`config.mk`:
```
export PLATFORM = sky130hd
export DESIGN_NAME = pipe_stage_skid
export DESIGN_NICKNAME = d
export VERILOG_FILES = /design/src/rtl/pipe_stage_skid.sv
export SDC_FILE = /design/constraint.sdc
export NUM_CORES = 1
export LEC_CHECK = 0
export BUFFER_PORTS_ARGS = -buffer_cell sky130_fd_sc_hd__buf_4
export CAP_MARGIN = 40
export CORE_MARGIN = 4
export CORE_UTILIZATION = 45
export CTS_BUF_LIST = sky130_fd_sc_hd__clkbuf_2
export DETAILED_ROUTE_END_ITERATION = 16
export GPL_TIMING_DRIVEN = 0
export PLACE_DENSITY = 0.69
export SYNTH_ARGS = -nofsm -noshare
export SYNTH_HDL_FRONTEND = slang
export SYNTH_SLANG_ARGS = --single-unit
```
`constraint.sdc`:
```
create_clock -name clk -period 4.1 [get_ports clk]
set_input_delay 0.82 -clock clk [delete_from_list [all_inputs] [get_ports clk]]
set_output_delay 0.82 -clock clk [all_outputs]
set_load 0.03 [all_outputs]
```
`src/rtl/pipe_stage_skid.sv`:
```
// pipe_stage_skid: valid/ready inter-stage register with flush, optional 2-entry skid buffer and stall counter
module pipe_stage_skid #(
  parameter int CTRL_W   = 3,
  parameter int DATA_W   = 32,
  parameter int NUM_DATA = 3,
  parameter int REG_W    = 5,
  parameter int MODE     = 1,
  parameter int ZERO_BUB = 1,
  parameter int CNT_W    = 16
) (
  input  logic                       clk,
  input  logic                       rst,
  input  logic                       flush,
  input  logic                       in_valid,
  output logic                       in_ready,
  input  logic [CTRL_W-1:0]          in_ctrl,
  input  logic [NUM_DATA*DATA_W-1:0] in_data,
  input  logic [REG_W-1:0]           in_dst,
  output logic                       out_valid,
  input  logic                       out_ready,
  output logic [CTRL_W-1:0]          out_ctrl,
  output logic [NUM_DATA*DATA_W-1:0] out_data,
  output logic [REG_W-1:0]           out_dst,
  output logic [1:0]                 occupancy,
  output logic [CNT_W-1:0]           stall_cnt
);
  localparam int PW = CTRL_W + NUM_DATA*DATA_W + REG_W;
  logic          r_main_v, r_skid_v;
  logic [PW-1:0] r_main, r_skid;
  logic [CNT_W-1:0] r_stall;
  logic          w_acc, w_emit;
  logic [PW-1:0] w_in, w_out;
  assign w_in      = {in_ctrl, in_data, in_dst};
  // skid mode derives ready from state only, so out_ready never reaches in_ready
  assign in_ready  = !rst && (MODE == 1 ? !r_skid_v : (!r_main_v || out_ready));
  assign w_acc     = in_valid && in_ready;
  assign w_emit    = r_main_v && out_ready;
  assign out_valid = r_main_v;
  assign w_out     = (ZERO_BUB != 0 && !r_main_v) ? '0 : r_main;
  assign {out_ctrl, out_data, out_dst} = w_out;
  assign occupancy = {1'b0, r_main_v} + {1'b0, r_skid_v};
  assign stall_cnt = r_stall;
  always_ff @(posedge clk)
    if (rst || flush) begin
      r_main_v <= 1'b0;
      r_skid_v <= 1'b0;
      r_main   <= '0;
      r_skid   <= '0;
    end else if (!r_main_v || w_emit) begin
      r_main_v <= r_skid_v || w_acc;
      r_skid_v <= 1'b0;
      if (r_skid_v) r_main <= r_skid;
      else if (w_acc) r_main <= w_in;
    end else if (w_acc) begin
      r_skid_v <= 1'b1;
      r_skid   <= w_in;
    end
  always_ff @(posedge clk)
    if (rst) r_stall <= '0;
    else if (r_main_v && !out_ready && r_stall != '1) r_stall <= r_stall + 1'b1;
endmodule

```
==> flow_metrics.env, run 1 <==
export IMPL_status="finished clean"
export IMPL_cp_cell_sequence="clkbuf_1 > clkbuf_1 > and2_1 > buf_4"
export IMPL_critPathMaxFanout=10
export IMPL_synth_distinct_cells=33
export IMPL_synth_seq_area_share_pct=47.0
export IMPL_placement_cell_area_sq_um=11700
export IMPL_synth_seq_cells=226
export IMPL_synth_async_sr_flop_share_pct=0
export IMPL_routed_top_layer="met4"
export IMPL_clock_sinks=226
export IMPL_nets=1542
export IMPL_timing_reg2reg_worst_path_depth=6
export IMPL_cpLargestDelayFamily="buffers and inverters"
export IMPL_worst_setup_path_endpoint="out_data[72]"
export IMPL_routed_wire_length_per_instance_um=16.4
export IMPL_multiInputGateArea_sq_um=4710
export IMPL_setup_worst_path_start="out_valid"
export IMPL_layout_cell_area_non_filler_sq_um=12200
export IMPL_setup_violations_final=0
export IMPL_die_y_um=154
export IMPL_rsz0062_at_grt="false"
export IMPL_detailedRoute_firstIterationViolations=449
export IMPL_maximum_number_of_pins_on_one_net_before_global_route_repair=16
export IMPL_synth_nets=1251
export IMPL_drt_pass1_iter_count=5
export IMPL_p_leak_nw=4.53
export IMPL_fmax_mhz=280
export IMPL_initial_utilization_pct=45.8
export IMPL_first_global_vias=8704
export IMPL_area_delta_synth_final_pct=26.4
export IMPL_post_synth_inst_count=1140
export IMPL_gr_usage_all_layers_pct=23.1
export IMPL_tritoncts="yes"
export IMPL_power_density_nw_per_um2=327
export IMPL_dr_wl_met2_um=13300
export IMPL_dp_hpwl_um=20400
export IMPL_yosysMostFrequentCell="sky130_fd_sc_hd__dfxtp_1"
export IMPL_least_margin_pin_slew_ps=840
export IMPL_global_route_wire_length_before_repair_um=44700
export IMPL_clock_skew_final_ps=69.1
export IMPL_worst_path_stages=4
export IMPL_final_max_slew_viol_count=0
export IMPL_insertion_delay_ps=830
export IMPL_num_io_pins=233
export IMPL_mappedNetlistArea_sq_um=9630
export IMPL_min_path_type="in -> reg"
export IMPL_synth_area_leaders="sky130_fd_sc_hd__dfxtp_1 (47%), sky130_fd_sc_hd__mux2i_1 (11%), sky130_fd_sc_hd__nand2_1 (8.3%)"
export IMPL_number_of_core_rows=53
export IMPL_final_estimated_routing_congestion_in_global_placement=0.815
export IMPL_antenna_found_initial=1
export IMPL_ff2ff_setup_slack_ps=1450
export IMPL_root_buffer="sky130_fd_sc_hd__clkbuf_2"
export IMPL_routed_wl_um=28500
export IMPL_cts_inserted_buffers=57
export IMPL_clk_path_buf_depth=3
export IMPL_wl_met3_um=2000
export IMPL_detail_route_vias_per_cell=5.11
export IMPL_final_fill_count=2039
export IMPL_cts_hold_fix_buffers=0
export IMPL_die_footprint_sq_um=23800
export IMPL_cts_reportedPaths_clkPinSlew_ps=110
export IMPL_postCtsSetupBuffers=0
export IMPL_num_vias=8901
export IMPL_syn_mean_instance_area_sq_um=8.45
export IMPL_wl_met1_um=12400
export IMPL_critical_path_most_common_cell="sky130_fd_sc_hd__clkbuf_1"
export IMPL_synth_largest_area_cell="sky130_fd_sc_hd__dfxtp_1"
export IMPL_die_width_um=154
export IMPL_fin_tns_setup_ps=0
export IMPL_worst_path_max_delay_cell="sky130_fd_sc_hd__dfxtp_1"
export IMPL_required_ps=3280
export IMPL_vdd_drop_max_v=0.000201
export IMPL_drv_max_cap_violation_count=0
export IMPL_worst_setup_path_end_kind="output port"
export IMPL_layout_worst_path_cycle_share_pct=87.0
export IMPL_area_sequential_sq_um=4520
export IMPL_drt_drc_violations_left=0
export IMPL_worstSetupPathType="reg -> out"
export IMPL_synthFlopType="sky130_fd_sc_hd__dfxtp_1"
export IMPL_postLayoutCoreUtil_pct=57.9
export IMPL_resized_cells_post_cts=0
export IMPL_final_period_minus_worst_setup_slack_ps=3570
export IMPL_timing_critical_path_buf_inv=3
export IMPL_synth_edf_count=0
export IMPL_core_area_sq_um=21000
export IMPL_cp_start_kind="flop"
export IMPL_reg_to_reg_startpoint="out_valid"
export IMPL_post_route_cells_drive_above_1_share_pct=22.6
export IMPL_synth_largest_type_area_fraction_pct=47.0
export IMPL_h_tree_depth=2
export IMPL_commonest_cells_in_the_netlist="sky130_fd_sc_hd__dfxtp_1 (226), sky130_fd_sc_hd__nand2_1 (214), sky130_fd_sc_hd__a21oi_1 (116), sky130_fd_sc_hd__nor2_1 (112), sky130_fd_sc_hd__mux2i_1 (105)"
export IMPL_max_slew_margin_rel_pct=44.0
export IMPL_critical_path_reg2reg_endpoint="r_skid[93]"
export IMPL_critical_path_max_stage_delay_ps=670
export IMPL_globalRouteOverflowTotal=0
export IMPL_synth_yosys_warnings=0
export IMPL_drt_antenna_violating_nets=0
export IMPL_hold_violations=0
export IMPL_buffer_ports_inserted=232
export IMPL_worst_ep_arrival_time_ps=2750
-- layout by cell type (no fill, tap or decap), types with 4 or more instances in the layout --
master	instances
sky130_fd_sc_hd__a21oi_1	116
sky130_fd_sc_hd__dfxtp_1	226
sky130_fd_sc_hd__buf_1	4
sky130_fd_sc_hd__buf_4	232
sky130_fd_sc_hd__clkbuf_2	76
sky130_fd_sc_hd__nor2b_1	4
sky130_fd_sc_hd__nand2_1	214
sky130_fd_sc_hd__o21ai_0	4
sky130_fd_sc_hd__and2_1	104
sky130_fd_sc_hd__nand4_1	5
sky130_fd_sc_hd__a211oi_1	104
sky130_fd_sc_hd__or4_1	6
sky130_fd_sc_hd__buf_2	15
sky130_fd_sc_hd__nor2_1	112
sky130_fd_sc_hd__mux2i_1	105
sky130_fd_sc_hd__clkinv_1	15
sky130_fd_sc_hd__or3_1	4
sky130_fd_sc_hd__clkbuf_1	79
sky130_fd_sc_hd__nand3_1	5
sky130_fd_sc_hd__o31ai_1	7
-- state kept, by name (all words and copies together), names as in the netlist --
register and flops:
stall_cnt 16, r_skid_v 1, r_main 104, r_skid 104, out_valid 1
-- per-stage QoR --
| stage | setup WS, ps | hold WS (ps) | instances | total power [mW] |
|---|---|---|---|---|
| after global placement | 1160 | 441 | 1647 | 2.64 |
| after detailed placement | 1150 | 446 | 1647 | 2.65 |
| final | 532 | 233 | 1742 | 3.98 |
| after global routing | 335 | 134 | 1742 | 4.17 |
| after CTS | 369 | 150 | 1741 | 4.03 |
| after floorplan | 1840 | 436 | 1140 | 2.47 |
-- layer usage --
metal / up-vias / global-route usage [%]
met3: 56 / 6.41
met4: 0 / 7.78
met2: 253 / 37.5
met1: 4100 / 29.7
li1: 4492 / -
met5: - / 0
-- area by class of cell --
type                       count  share of cell area (%)
antenna                        1                  0.0206
timing repair buffer         232                    14.3
multi-input combinational    814                    38.7
clock inverter                18                   0.586
tap                          275                    2.83
sequential                   226                    37.2
inverter                       2                  0.0617
clock buffer                  76                    3.13
buffer                        98                    3.18
-- kinds of logic (layout without fill, tap and decap cells) --
| kind of cell | after synthesis | after routing | synth area share [%] |
|---|---|---|---|
| simple gates | 470 | 470 | 22.3 |
| compound gates | 233 | 233 | 15.0 |
| flops | 226 | 226 | 47.0 |
| mux | 108 | 108 | 11.3 |
| buf+inv | 100 | 426 | 4.09 |
| fa+ha+maj | 2 | 2 | 0.260 |
| xor+xnor | 1 | 1 | 0.0910 |
| other cells | 0 | 1 | 0 |
-- worst reg2reg max path, delay by kind of cell (launching register included) --
kind | cells | cell delay (ps)
AND/OR/NAND/NOR | 3 | 1020
buffers and inverters | 2 | 800
AO/OA/AOI/OAI | 1 | 70
flip-flops | 1 | 670
-- report_power, final --
part / internal (mW) / switching (mW) / total [mW]
clock: 0.500 / 0.888 / 1.39
combinational: 0.143 / 0.202 / 0.345
sequential: 2.23 / 0.0189 / 2.25
total: 2.87 / 1.11 / 3.98
-- worst min-delay path by stage --
stage	slack (ps)	cells after the start	endpoint	from
after floorplan	440	2	r_skid[0]	r_skid[0]
after global placement	440	2	r_skid[69]	r_skid[69]
after detailed placement	450	2	r_skid[52]	r_skid[52]
after CTS	150	3	r_skid[40]	in_data[35]
after global routing	130	3	r_skid[78]	in_data[73]
final	230	3	r_skid[40]	in_data[35]
Power figures use the tool's default switching activity.
==> run 2: changes to the inputs <==
MAX_ROUTING_LAYER = met4   (was not set)
==> flow_metrics.env, run 2 (synthesis gave the netlist of run 1 again) <==
export IMPL_maximum_number_of_pins_on_one_net_before_global_route_repair=16
export IMPL_initial_utilization_pct=45.8
export IMPL_status="finished clean"
export IMPL_ff2ff_setup_slack_ps=1440
export IMPL_setup_worst_path_start="out_valid"
export IMPL_globalRouteOverflowTotal=0
export IMPL_required_ps=3280
export IMPL_critical_path_reg2reg_endpoint="r_skid[93]"
export IMPL_worst_ep_arrival_time_ps=2740
export IMPL_drt_antenna_violating_nets=0
export IMPL_drt_pass1_iter_count=8
export IMPL_antenna_found_initial=1
export IMPL_fmax_mhz=281
export IMPL_tritoncts="yes"
export IMPL_detailedRoute_firstIterationViolations=481
export IMPL_final_common_cell="sky130_fd_sc_hd__buf_4"
export IMPL_global_route_wire_length_before_repair_um=44700
export IMPL_area_delta_synth_final_pct=26.4
export IMPL_insertion_delay_ps=840
export IMPL_routed_wl_um=28600
export IMPL_reg_to_reg_startpoint="out_valid"
export IMPL_worstSetupPathType="reg -> out"
export IMPL_dp_hpwl_um=20400
export IMPL_hold_violations=0
export IMPL_num_vias=8875
export IMPL_buffer_ports_inserted=232
export IMPL_die_y_um=154
export IMPL_cp_start_kind="flop"
export IMPL_root_buffer="sky130_fd_sc_hd__clkbuf_2"
export IMPL_postCtsSetupBuffers=0
export IMPL_number_of_core_rows=53
export IMPL_rsz0062_at_grt="false"
export IMPL_drv_max_cap_violation_count=0
export IMPL_most_common_layout_cells="sky130_fd_sc_hd__buf_4 (232), sky130_fd_sc_hd__dfxtp_1 (226), sky130_fd_sc_hd__nand2_1 (214)"
export IMPL_resized_cells_post_cts=0
export IMPL_num_io_pins=233
export IMPL_final_period_minus_worst_setup_slack_ps=3560
export IMPL_cts_inserted_buffers=57
export IMPL_nets=1542
export IMPL_post_route_cells_drive_above_1_share_pct=22.6
export IMPL_detail_route_vias_per_cell=5.09
export IMPL_timing_reg2reg_worst_path_depth=6
export IMPL_critPathMaxFanout=10
export IMPL_layout_worst_path_cycle_share_pct=86.9
export IMPL_cts_hold_fix_buffers=0
export IMPL_least_margin_pin_slew_ps=837
export IMPL_final_max_slew_viol_count=0
export IMPL_die_width_um=154
export IMPL_fin_tns_setup_ps=0
export IMPL_hold_ws_ps=221
export IMPL_power_density_nw_per_um2=327
export IMPL_layout_cell_area_non_filler_sq_um=12200
export IMPL_routed_wire_length_per_instance_um=16.4
export IMPL_die_footprint_sq_um=23800
export IMPL_core_area_sq_um=21000
export IMPL_clock_skew_final_ps=70.9
export IMPL_p_leak_nw=4.53
export IMPL_vdd_drop_max_v=0.000201
export IMPL_endpoint_of_the_worst_hold_timing_path="r_skid[76]"
export IMPL_setup_violations_final=0
export IMPL_first_global_vias=8726
export IMPL_hold_path_cell_count=3
export IMPL_placement_cell_area_sq_um=11700
export IMPL_h_tree_depth=2
export IMPL_clock_sinks=226
export IMPL_cts_reportedPaths_clkPinSlew_ps=110
export IMPL_worst_setup_path_end_kind="output port"
export IMPL_final_fill_count=2039
export IMPL_hold_start="in_data[71]"
export IMPL_gr_usage_all_layers_pct=23.8
export IMPL_clk_path_buf_depth=3
export IMPL_max_slew_margin_rel_pct=44.2
export IMPL_final_estimated_routing_congestion_in_global_placement=0.827
export IMPL_drt_drc_violations_left=0
export IMPL_min_path_type="in -> reg"
-- run 2: how the worst max path moves through the flow --
stage | endpoint | slack, ps | cells past startpoint
CTS | out_data[72] | 370 | 4
detailed placement | r_main[3] | 1150 | 7
finish | out_data[72] | 540 | 4
global placement | r_main[3] | 1160 | 7
floorplan | r_skid[100] | 1840 | 7
global route | out_data[72] | 330 | 4
-- run 2: cell type report --
| class | instances | area, sq um | area share, % |
|---|---|---|---|
| timing repair buffer | 232 | 1740 | 14.3 |
| buffer | 98 | 387 | 3.18 |
| sequential | 226 | 4520 | 37.2 |
| multi-input combinational | 814 | 4710 | 38.7 |
| inverter | 2 | 7.51 | 0.0617 |
| clock inverter | 18 | 71.3 | 0.586 |
| tap | 275 | 344 | 2.83 |
| clock buffer | 76 | 380 | 3.13 |
| antenna | 1 | 2.50 | 0.0206 |
-- run 2: per-layer routing --
layer / routed length, um / track usage (%)
met3: 1870 / 6.07
met4: 822 / 7.78
met5: 0 / -
met2: 13400 / 37.6
met1: 12500 / 29.8
-- run 2: critical path: stages, from the launching register on --
cell	delay [ps]
sky130_fd_sc_hd__dfxtp_1	650
sky130_fd_sc_hd__clkbuf_1	540
sky130_fd_sc_hd__clkbuf_1	400
sky130_fd_sc_hd__and2_1	200
sky130_fd_sc_hd__buf_4	170
-- run 2: stage by stage --
stage / instances / setup slack [ps] / total power [mW] / utilization (%)
floorplan: 1140 / 1840 / 2.47 / -
global placement: 1647 / 1160 / 2.64 / 55.7
detailed placement: 1647 / 1150 / 2.65 / 55.7
CTS: 1741 / 369 / 4.03 / 57.9
global route: 1742 / 335 / 4.17 / 57.9
finish: 1742 / 538 / 3.98 / 57.9
-- run 2: power breakdown --
group / internal, mW / leakage (nW) / switching, mW
logic: 0.143 / 2.35 / 0.202
clock network: 0.500 / 0.348 / 0.888
registers: 2.23 / 1.83 / 0.0189
